--- src/rtl/uart_pkg.sv ---
// Shared UART definitions: receiver FSM state encoding and default frame geometry.
package uart_pkg;

  localparam int DEFAULT_DATA_BITS  = 8;
  localparam int DEFAULT_OVERSAMPLE = 16;

  typedef enum logic [2:0] {
    IDLE      = 3'd0,
    START     = 3'd1,
    DATA      = 3'd2,
    STOP      = 3'd3,
    WAIT_HIGH = 3'd4
  } uart_state_e;

endpackage

--- src/rtl/uart_rx_if.sv ---
// Receiver-side signal bundle: oversample tick and serial line in, received byte and status pulses out.
interface uart_rx_if
  import uart_pkg::*;
#(
  parameter int DATA_BITS = DEFAULT_DATA_BITS
);

  logic                 s_tick;
  logic                 rx;
  logic [DATA_BITS-1:0] d_out;
  logic                 rx_done;
  logic                 frame_err;

  modport master (
    output s_tick,
    output rx,
    input  d_out,
    input  rx_done,
    input  frame_err
  );

  modport slave (
    input  s_tick,
    input  rx,
    output d_out,
    output rx_done,
    output frame_err
  );

endinterface

--- src/rtl/sync_2ff.sv ---
// Two-flop synchronizer for a single asynchronous bit; both flops reset to RESET_VAL.
module sync_2ff #(
  parameter logic RESET_VAL = 1'b1
) (
  input  logic clk,
  input  logic rst_n,
  input  logic d,
  output logic q
);

  logic [1:0] sync_reg;

  always_ff @(posedge clk or negedge rst_n) begin
    if (!rst_n) begin
      sync_reg <= {2{RESET_VAL}};
    end else begin
      sync_reg <= {sync_reg[0], d};
    end
  end

  assign q = sync_reg[1];

endmodule

--- src/rtl/uart_rx.sv ---
// Oversampling UART receiver: start-bit validation at mid-bit, LSB-first data capture,
// stop-bit check with one-shot framing error and break (held-low) suppression.
module uart_rx
  import uart_pkg::*;
#(
  parameter int DATA_BITS  = DEFAULT_DATA_BITS,
  parameter int OVERSAMPLE = DEFAULT_OVERSAMPLE
) (
  input  logic     clk,
  input  logic     rst_n,
  uart_rx_if.slave bus
);

  localparam int CNT_W = $clog2(OVERSAMPLE);
  localparam int IDX_W = $clog2(DATA_BITS + 1);

  localparam logic [CNT_W-1:0] HALF_LAST = CNT_W'(OVERSAMPLE / 2 - 1);
  localparam logic [CNT_W-1:0] FULL_LAST = CNT_W'(OVERSAMPLE - 1);
  localparam logic [IDX_W-1:0] LAST_BIT  = IDX_W'(DATA_BITS - 1);

  logic rx_s;

  uart_state_e          state_reg,     state_next;
  logic [CNT_W-1:0]     cnt_reg,       cnt_next;
  logic [IDX_W-1:0]     idx_reg,       idx_next;
  logic [DATA_BITS-1:0] shift_reg,     shift_next;
  logic [DATA_BITS-1:0] d_out_reg,     d_out_next;
  logic                 rx_done_reg,   rx_done_next;
  logic                 frame_err_reg, frame_err_next;

  sync_2ff #(
    .RESET_VAL(1'b1)
  ) u_sync (
    .clk  (clk),
    .rst_n(rst_n),
    .d    (bus.rx),
    .q    (rx_s)
  );

  always_ff @(posedge clk or negedge rst_n) begin
    if (!rst_n) begin
      state_reg     <= IDLE;
      cnt_reg       <= '0;
      idx_reg       <= '0;
      shift_reg     <= '0;
      d_out_reg     <= '0;
      rx_done_reg   <= 1'b0;
      frame_err_reg <= 1'b0;
    end else begin
      state_reg     <= state_next;
      cnt_reg       <= cnt_next;
      idx_reg       <= idx_next;
      shift_reg     <= shift_next;
      d_out_reg     <= d_out_next;
      rx_done_reg   <= rx_done_next;
      frame_err_reg <= frame_err_next;
    end
  end

  // Nothing moves between ticks, so every transition below is gated by s_tick.
  always_comb begin
    state_next     = state_reg;
    cnt_next       = cnt_reg;
    idx_next       = idx_reg;
    shift_next     = shift_reg;
    d_out_next     = d_out_reg;
    rx_done_next   = 1'b0;
    frame_err_next = 1'b0;

    if (bus.s_tick) begin
      case (state_reg)
        IDLE: begin
          if (!rx_s) begin
            state_next = START;
            cnt_next   = '0;
          end
        end

        START: begin
          if (cnt_reg == HALF_LAST) begin
            cnt_next = '0;
            if (!rx_s) begin
              state_next = DATA;
              idx_next   = '0;
            end else begin
              // Line went back high before mid-bit: a glitch, not a start bit.
              state_next = IDLE;
            end
          end else begin
            cnt_next = cnt_reg + 1'b1;
          end
        end

        DATA: begin
          if (cnt_reg == FULL_LAST) begin
            cnt_next   = '0;
            shift_next = {rx_s, shift_reg[DATA_BITS-1:1]};
            if (idx_reg == LAST_BIT) begin
              state_next = STOP;
            end else begin
              idx_next = idx_reg + 1'b1;
            end
          end else begin
            cnt_next = cnt_reg + 1'b1;
          end
        end

        STOP: begin
          if (cnt_reg == FULL_LAST) begin
            cnt_next = '0;
            if (rx_s) begin
              d_out_next   = shift_reg;
              rx_done_next = 1'b1;
              state_next   = IDLE;
            end else begin
              frame_err_next = 1'b1;
              state_next     = WAIT_HIGH;
            end
          end else begin
            cnt_next = cnt_reg + 1'b1;
          end
        end

        WAIT_HIGH: begin
          // A break keeps the line low; only its release re-arms start detection.
          if (rx_s) begin
            state_next = IDLE;
          end
        end

        default: begin
          state_next = IDLE;
          cnt_next   = '0;
        end
      endcase
    end
  end

  assign bus.d_out     = d_out_reg;
  assign bus.rx_done   = rx_done_reg;
  assign bus.frame_err = frame_err_reg;

endmodule
--- src/flat_wrapper.sv ---
// flat-port wrapper written by rule: the top's interface ports become plain ports
module uart_rx_flat import uart_pkg::*;
#(
  parameter int DATA_BITS  = DEFAULT_DATA_BITS,
  parameter int OVERSAMPLE = DEFAULT_OVERSAMPLE
)
  (clk, rst_n, bus_s_tick, bus_rx, bus_d_out, bus_rx_done, bus_frame_err);
  uart_rx_if #(.DATA_BITS(DATA_BITS)) bus_i ();
  input  logic clk;
  input  logic rst_n;
  input wire logic [$bits(bus_i.s_tick)-1:0] bus_s_tick;
  input wire logic [$bits(bus_i.rx)-1:0] bus_rx;
  output wire logic [$bits(bus_i.d_out)-1:0] bus_d_out;
  output wire logic [$bits(bus_i.rx_done)-1:0] bus_rx_done;
  output wire logic [$bits(bus_i.frame_err)-1:0] bus_frame_err;
  assign bus_i.s_tick = bus_s_tick;
  assign bus_i.rx = bus_rx;
  assign bus_d_out = bus_i.d_out;
  assign bus_rx_done = bus_i.rx_done;
  assign bus_frame_err = bus_i.frame_err;
  uart_rx #(.DATA_BITS(DATA_BITS), .OVERSAMPLE(OVERSAMPLE)) u_core (.clk(clk), .rst_n(rst_n), .bus(bus_i));
endmodule
--- config.mk ---
export PLATFORM = sky130hd
export DESIGN_NAME = uart_rx_flat
export DESIGN_NICKNAME = d
export VERILOG_FILES = /design/src/rtl/uart_pkg.sv /design/src/rtl/uart_rx_if.sv /design/src/rtl/sync_2ff.sv /design/src/rtl/uart_rx.sv /design/src/flat_wrapper.sv
export SDC_FILE = /design/constraint.sdc
export NUM_CORES = 1
export LEC_CHECK = 0
export CORE_ASPECT_RATIO = 0.8
export CORE_MARGIN = 5
export CORE_UTILIZATION = 60
export CTS_CLUSTER_SIZE = 14
export DETAILED_ROUTE_END_ITERATION = 12
export PLACE_DENSITY = 0.83
export REMOVE_ABC_BUFFERS = 1
export SLEW_MARGIN = 5
export SYNTH_ARGS = -nofsm -noshare
export SYNTH_HDL_FRONTEND = slang
export SYNTH_SLANG_ARGS = --single-unit
--- constraint.sdc ---
create_clock -name clk -period 4.5 [get_ports clk]
set_input_delay 0.45 -clock clk [delete_from_list [all_inputs] [get_ports clk]]
set_output_delay 0.45 -clock clk [all_outputs]
set_load 0.03 [all_outputs]
==> results of run 1 <==
placed cells by master (no fill, tap or decap), types with 2 or more instances in the layout:
cell type        instances
nand3b_1                 3
a21oi_1                  4
nor4_1                   2
clkbuf_4                 5
mux2_1                   9
clkdlybuf4s50_1         13
nand2_1                  6
nor2_1                   8
inv_1                    3
o21ai_0                  3
o31ai_1                  3
nor3_1                   3
ha_1                     2
a22o_1                   2
nand3_1                  4
dfstp_2                  2
dfrtp_1                 29
mux2_2                  10
cell families (layout without fill, tap and decap cells):
kind of cell	Yosys count	in the layout	share of synthesized area, %
multiplexers	20	20	14.9
buffers and inverters	8	25	3.91
adder cells (fa/ha/maj)	2	2	1.66
XOR/XNOR	1	1	0.582
AND/OR/NAND/NOR	38	38	16.3
flip-flops	31	31	51.7
AO/OA/AOI/OAI	19	19	10.9
cell type report:
type	count	area, sq um	share of cell area, %
Timing Repair Buffer	14	138	7.98
Inverter	3	11.3	0.653
Sequential cell	31	778	45.1
Multi-Input combinational cell	80	667	38.7
Clock inverter	2	35.0	2.03
Tap cell	36	45.0	2.61
Clock buffer	6	51.3	2.97
worst paths after layout:
kind | from | endpoint | slack, ns | cells past startpoint
max in group asynchronous | rst_n | u_core.u_sync.sync_reg[1] | 3.69 | 2
setup / recovery | u_core.cnt_reg[0] | u_core.bus.d_out[7] | 2.49 | 5
setup reg to reg | u_core.cnt_reg[0] | u_core.bus.d_out[7] | 2.49 | 5
hold / removal | u_core.u_sync.sync_reg[0] | u_core.u_sync.sync_reg[1] | 0.36 | 0
hold reg to reg | u_core.u_sync.sync_reg[0] | u_core.u_sync.sync_reg[1] | 0.36 | 0
min in group asynchronous | rst_n | u_core.shift_reg[3] | 0.50 | 2
per-stage QoR:
| step | total power [mW] | cell area [sq um] |
|---|---|---|
| after global placement | 0.747 | 1640 |
| after detailed placement | 0.770 | 1640 |
| after CTS | 0.993 | 1730 |
| final | 0.983 | 1730 |
| after global routing | 1.06 | 1730 |
| after floorplan | 0.685 | 1460 |
power by group:
group	leakage [nW]	switching, mW	internal (mW)	total [mW]
registers	0.398	0.0803	0.343	0.424
clock network	0.0482	0.0910	0.131	0.222
logic	0.334	0.168	0.169	0.337
total	0.780	0.339	0.644	0.983
worst reg2reg max path: cells and delay by family (launching register included):
family,cells,cell delay (ns)
and+or+nand+nor,3,0.85
DFF,1,0.44
muxes,1,0.37
adders and majority gates,1,0.23
cell usage after synthesis (all sizes together) (2+ instances only):
master	n
a21oi	4
nor2	9
inv	3
nor3	4
o31ai	3
ha	2
nor4	2
or4b	2
o21ai	3
a22o	2
nand3	4
dfstp	2
or3b	2
clkbuf	2
nand2	6
mux2	19
nand3b	3
dfrtp	29
buf	3
metal layers:
metal  global-route usage (%)  vias up
met3                     6.37        5
met5                        0        -
met4                     8.45        0
li1                         -      471
met2                     26.6       25
met1                     20.3      476
==> results.json, run 1 <==
{
  "grt_pass1_vias": 966,
  "gp_congestion": 0.739,
  "worst_pin_slew_ns": 0.492,
  "die_area_sq_mm": 0.00361,
  "crit_buf_inv": 0,
  "met3RoutedLength_microns": 128,
  "skew_ns": 0.00747,
  "finalNonFillerCells": 172,
  "setup_viol": 0,
  "cts_tree": "yes",
  "num_vias": 977,
  "root_buffer": "clkbuf_4",
  "drtAntennaViolNets": 0,
  "ys_types": 41,
  "fill_cells": 177,
  "period_minus_slack_ns": 2.01,
  "grtUsageTotal_pct": 16.8,
  "crit_path_cell_trace": "ha_1 -> and3_2 -> nand2_1 -> nor3_4 -> mux2_1",
  "die_h_microns": 54.8,
  "drc": 0,
  "hold_violations": 0,
  "ctsResizeCount": 0,
  "grt_max_degree": 32,
  "outcome": "completed",
  "synth_cells": 119,
  "clkLatencyLatePin_ns": 0.32,
  "clk_pin_slew_ns": 0.09,
  "crit_type": "reg2reg",
  "portBuffers": 13,
  "area_growth_pct": 14.7,
  "async_flop_share_pct": 100,
  "vias_per_cell": 5.68,
  "synth-main-ff-cell": "dfrtp_1",
  "start_kind": "register",
  "dpl.hpwl_microns": 1800,
  "ios": 14,
  "wl_met1_microns": 1040,
  "clock_path_buffers": 2,
  "end_kind": "register",
  "worstHoldPathType": "reg2reg",
  "synth-seq-area-share_pct": 51.7,
  "rows": 16,
  "p_leak_nw": 0.780,
  "wl_microns": 2430,
  "worst_slew_margin_rel_pct": 66.9,
  "initial_core_util_pct": 62.1,
  "highest_layer": "met4",
  "antenna_found_initial": 0,
  "antennaDiodeCount": 0,
  "peakVddDrop_mv": 0.353,
  "netlist_area_sq_mm": 0.00150,
  "drtIter0Drc": 44,
  "cts_sinks": 31,
  "grt_overflow": 0,
  "fin_crit_sh_pct": 44.6,
  "met2_length_microns": 1220,
  "cp_top_family": "simple AND/OR/NAND/NOR gates",
  "synth_edf_count": 0,
  "dr.pass1.iters": 4,
  "yosysTopAreaCellShare_pct": 48.3,
  "yosysWarnings": 0,
  "ctsHoldBuffers": 0,
  "rsz0062_at_grt": "no",
  "synth_area_per_cell_sq_um": 12.6,
  "yosysTopAreaCell": "dfrtp_1",
  "critPathMaxFanout": 9,
  "postCtsSetupBuffers": 0,
  "max_freq_mhz": 498,
  "core-area_sq_mm": 0.00242,
  "ys_seq_elements": 31,
  "htreeDepth": 2,
  "cp_data_arrival_time_ns": 2.21,
  "p_per_area_mw_per_mm2": 569,
  "drive_above_1_share_pct": 22.8,
  "cts_buffers": 5,
  "required_ns": 4.70,
  "place_worst_setup_slack_ns": 2.26,
  "fin_nets": 141,
  "synthTopCellsByArea": "dfrtp_1 48%, mux2_2 7.5%, mux2_1 6.7%",
  "hold_slack_ns": 0.360,
  "drv_cap": 0,
  "cp_slowest_cell": "dfrtp_1",
  "die_x_microns": 66.0,
  "wl_per_cell_microns": 14.1,
  "setup_slack_ns": 2.49,
  "slew_viol_final": 0,
  "max_stage_delay_ns": 0.44,
  "final_util_pct": 71.2,
  "dpl.cell_count": 164,
  "setup_tns_ns": 0,
  "grt_pass1_wl_microns": 4410
}
No activity file was read; power rests on OpenSTA's default activity.
==> run 2: changes to the inputs <==
- CORE_UTILIZATION: 60 -> 50
- PLACE_DENSITY: 0.83 -> 0.74
- clock period: 4.5 -> 1.7 ns (I/O delays scaled with it)
==> results.json, run 2 (synthesis results as in run 1) <==
{
  "outcome": "complete, but fails checks",
  "violations": "setup timing",
  "grt_pass1_wl_microns": 5370,
  "reg2reg_to": "u_core.state_reg[1]",
  "final_common_cell": "buf_4",
  "layout_common_cells": "30 x buf_4, 27 x dfrtp_1, 13 x clkdlybuf4s50_1",
  "p_int_mw": 2.13,
  "crit_path_start": "u_core.state_reg[2]",
  "clock_path_buffers": 2,
  "wl_per_cell_microns": 18.4,
  "rsz0062_at_grt": "yes",
  "antenna_found_initial": 0,
  "rows": 17,
  "start_kind": "register",
  "grt_pass1_vias": 1116,
  "antennaDiodeCount": 0,
  "rr_worst_depth": 7,
  "hold_slack_ns": 0.277,
  "grt_max_degree": 32,
  "cts_buffers": 5,
  "vias_per_cell": 5.71,
  "period_minus_slack_ns": 1.78,
  "pwr-share-seq_pct": 32.1,
  "portBuffers": 13,
  "finalNonFillerCells": 207,
  "critPathMaxFanout": 8,
  "max_freq_mhz": 561,
  "die_x_microns": 71.3,
  "area_growth_pct": 41.0,
  "cp_data_arrival_time_ns": 1.99,
  "skew_ns": 0.00994,
  "drtAntennaViolNets": 0,
  "fin_crit_sh_pct": 105,
  "peakVddDrop_mv": 0.993,
  "cts_sinks": 31,
  "clk_pin_slew_ns": 0.07,
  "dr.pass1.iters": 4,
  "clkLatencyLatePin_ns": 0.28,
  "cts_tree": "yes",
  "crit_end": "u_core.state_reg[1]",
  "p_leak_nw": 0.960,
  "fin_nets": 174,
  "worst_slew_margin_rel_pct": 74.8,
  "drtIter0Drc": 81,
  "drc": 0,
  "num_vias": 1181,
  "fill_cells": 173,
  "power_mw": 3.39,
  "gp_congestion": 0.817,
  "die_h_microns": 59.1,
  "p_per_area_mw_per_mm2": 1600,
  "end_kind": "register",
  "drive_above_1_share_pct": 51.5,
  "die_area_sq_mm": 0.00421,
  "required_ns": 1.91,
  "htreeDepth": 2,
  "crit_type": "reg2reg",
  "setup_slack_ns": -0.0816,
  "swShare_pct": 37.1,
  "setup_viol": 12,
  "dpl.hpwl_microns": 2230,
  "core-area_sq_mm": 0.00283,
  "r2r_start": "u_core.state_reg[2]",
  "grt_overflow": 0,
  "comb_power_share_pct": 50.4,
  "root_buffer": "clkbuf_8",
  "setup_tns_ns": -0.451,
  "wl_microns": 3800,
  "grtUsageTotal_pct": 16.6,
  "multi_input_area_sq_um": 790,
  "power.switching_mw": 1.26,
  "dpl.cell_count": 191,
  "p_clk_share_pct": 17.4,
  "ios": 14,
  "drv_cap": 0,
  "slew_viol_final": 0,
  "r2r_slack_ns": -0.08,
  "worstHoldPathType": "in2async",
  "ff_latch_area_sq_um": 781,
  "hold_violations": 0,
  "worst_pin_slew_ns": 0.378,
  "initial_core_util_pct": 53.2
}
==> run 2: final cells by class <==
type / count / area share, %
multi-input combinational: 80 / 37.2
sequential: 31 / 36.8
tap: 38 / 2.24
clock inverter: 1 / 0.236
timing repair buffer: 47 / 18.9
inverter: 3 / 0.531
clock buffer: 7 / 4.07
==> run 2: routing by layer <==
| layer | track usage [%] | part of all wire [%] | vias up |
|---|---|---|---|
| met2 | 28.1 | 48 | 44 |
| met3 | 4.92 | 5.4 | 12 |
| met1 | 20.5 | 43 | 593 |
| met5 | 0 | 0 | - |
| met4 | 5.63 | 3.5 | 0 |
| li1 | - | - | 532 |
==> run 2: worst min path at each step <==
stage / startpoint / to / slack, ns / cells after the start
floorplan: rst_n / u_core.bus.d_out[0] / -0.13 / 0
global placement: u_core.u_sync.sync_reg[0] / u_core.u_sync.sync_reg[1] / 0.35 / 0
detailed placement: u_core.u_sync.sync_reg[0] / u_core.u_sync.sync_reg[1] / 0.35 / 0
CTS: rst_n / u_core.cnt_reg[2] / 0.30 / 2
global route: bus_rx / u_core.u_sync.sync_reg[0] / 0.29 / 1
finish: rst_n / u_core.idx_reg[3] / 0.28 / 2
==> run 2: what timing repair did <==
| item | in CTS | in global routing |
|---|---|---|
| buffers inserted | 6 | 2 |
| endpoints found under the setup margin | 22 | 22 |
| resized for setup | 8 | 27 |
| hold buffers | 0 | 0 |
| pin swaps | 4 | 6 |
==> run 2: per-stage QoR <==
step / worst slack, ns / cell area, sq um / utilization, %
after CTS: -0.0285 / 1990 / 70.5
final: -0.0816 / 2120 / 75.0
after global placement: -0.0373 / 1830 / 64.7
after global routing: -0.146 / 2120 / 75.0
after floorplan: -0.106 / 1460 / -
after detailed placement: -0.0946 / 1830 / 64.7
==> run 2: power by group through the flow <==
| stage | combinational, mW | clock (mW) | sequential (mW) |
|---|---|---|---|
| after global routing | 1.84 | 0.636 | 1.10 |
| after global placement | 1.23 | 0 | 1.06 |
| after floorplan | 0.727 | 0 | 1.09 |
| final | 1.71 | 0.591 | 1.09 |
| after CTS | 1.42 | 0.597 | 1.06 |
| after detailed placement | 1.28 | 0 | 1.07 |
==> run 2: critical path, cell delays in order, from the launching register on <==
cell,delay [ns]
dfrtp_2,0.44
buf_4,0.14
buf_4,0.15
xnor2_1,0.21
nor3_2,0.09
buf_4,0.16
nor4_4,0.35
o21bai_1,0.17
==> run 3: changes to the inputs <==
- MAX_ROUTING_LAYER: unset -> met4
- SKIP_CTS_REPAIR_TIMING: unset -> 1
==> results.json, run 3 (synthesis results as in run 1) <==
{
  "outcome": "complete, but fails checks",
  "violations": "setup timing",
  "place_worst_setup_slack_ns": -0.0946,
  "comb_power_share_pct": 47.3,
  "wl_microns": 3310,
  "wl_per_cell_microns": 16.4,
  "worst_pin_slew_ns": 0.382,
  "fin_nets": 169,
  "period_minus_slack_ns": 1.75,
  "fin_crit_sh_pct": 103,
  "clk_pin_slew_ns": 0.07,
  "dpl-instance-area_sq_mm": 0.00183,
  "drv_cap": 0,
  "drtAntennaViolNets": 0,
  "dr.pass1.iters": 5,
  "portBuffers": 13,
  "gp_congestion": 0.829,
  "grt_overflow": 0,
  "swShare_pct": 35.9,
  "r2r_start": "u_core.state_reg[0]",
  "power.switching_mw": 1.14,
  "num_vias": 1109,
  "antennaDiodeCount": 0,
  "cts_sinks": 31,
  "p_leak_nw": 0.928,
  "initial_core_util_pct": 53.2,
  "clkLatencyLatePin_ns": 0.28,
  "hold_violations": 0,
  "rr_worst_depth": 4,
  "stdcell_area_sq_mm": 0.00204,
  "rsz0062_at_grt": "yes",
  "peakVddDrop_mv": 0.876,
  "clock_path_buffers": 2,
  "slew_viol_final": 0,
  "grt_pass1_wl_microns": 4960,
  "setup_slack_ns": -0.0534,
  "p_per_area_mw_per_mm2": 1550,
  "reg2reg_to": "u_core.state_reg[0]",
  "vias_per_cell": 5.49,
  "hold_slack_ns": 0.278,
  "worst_slew_margin_rel_pct": 74.6,
  "cts_tree": "yes",
  "cts_buffers": 5,
  "htreeDepth": 2,
  "ios": 14,
  "crit_end": "u_core.state_reg[0]",
  "setup_viol": 5,
  "grt_max_degree": 32,
  "drive_above_1_share_pct": 45.1,
  "drc": 0,
  "crit_path_start": "u_core.state_reg[0]",
  "p_clk_share_pct": 18.6,
  "final_common_cell": "dfrtp_1",
  "grtUsageMet2_pct": 23.8,
  "root_buffer": "clkbuf_8",
  "r2r_slack_ns": -0.05,
  "max_freq_mhz": 570,
  "critPathMaxFanout": 6,
  "end_kind": "register",
  "area_growth_pct": 35.9,
  "antenna_found_initial": 0,
  "final_util_pct": 72.3,
  "power_mw": 3.17,
  "gr-max-usage-layer": "met2",
  "required_ns": 1.86,
  "layout_common_cells": "28 x dfrtp_1, 26 x buf_4, 13 x clkdlybuf4s50_1",
  "worstHoldPathType": "in2async",
  "grt.met3_usage_pct": 5.42,
  "pwr-share-seq_pct": 34.1,
  "p_int_mw": 2.03,
  "rows": 17,
  "skew_ns": 0.00744,
  "die_h_microns": 59.1,
  "crit_type": "reg2reg",
  "core-area_sq_mm": 0.00283,
  "dpl.hpwl_microns": 2230,
  "grt_pass1_vias": 1038,
  "met1_usage_pct": 20.5,
  "cp_data_arrival_time_ns": 1.91,
  "drtIter0Drc": 75,
  "start_kind": "register",
  "die_area_sq_mm": 0.00421,
  "die_x_microns": 71.3,
  "grtUsageTotal_pct": 15.9
}
[run 3: cell type report]
cell class	count	area, sq um
clock buffer	7	86.3
clock inverter	1	5.00
tap	38	47.5
multi-input combinational	80	756
sequential	31	779
inverter	3	11.3
timing repair buffer	42	359
fill	196	785
[run 3: worst min-delay path by stage]
stage,startpoint,to,slack [ns],cells past startpoint
2_1_floorplan,rst_n,u_core.bus.d_out[0],-0.13,0
3_3_place_gp,u_core.u_sync.sync_reg[0],u_core.u_sync.sync_reg[1],0.35,0
3_5_place_dp,u_core.u_sync.sync_reg[0],u_core.u_sync.sync_reg[1],0.35,0
4_1_cts,rst_n,u_core.cnt_reg[2],0.30,2
5_1_grt,bus_rx,u_core.u_sync.sync_reg[0],0.29,1
6_report,rst_n,u_core.idx_reg[1],0.28,2
[run 3: power groups by stage]
stage	clock network (mW)	logic [mW]	registers, mW
3_5_place_dp	0	1.28	1.07
6_report	0.590	1.50	1.08
5_1_grt	0.636	1.63	1.10
3_3_place_gp	0	1.23	1.06
2_1_floorplan	0	0.727	1.09
4_1_cts	0.597	1.29	1.07
[run 3: critical path, stage by stage, from the launching register on]
cell,delay (ns)
dfrtp_2,0.45
or3b_4,0.45
o221ai_4,0.31
nor3_2,0.11
mux2_1,0.32
[run 3: layer usage]
metal,part of all wire (%),vias up
met3,4.0,3
met1,46,557
met2,50,26
li1,-,523
met4,0.42,0
met5,0,-
[run 3: stage by stage]
| stage | cells | setup TNS [ns] |
|---|---|---|
| after detailed placement | 191 | -1.09 |
| after global placement | 191 | -0.265 |
| final | 202 | -0.172 |
| after CTS | 199 | -1.30 |
| after floorplan | 114 | -1.01 |
| after global routing | 202 | -1.06 |
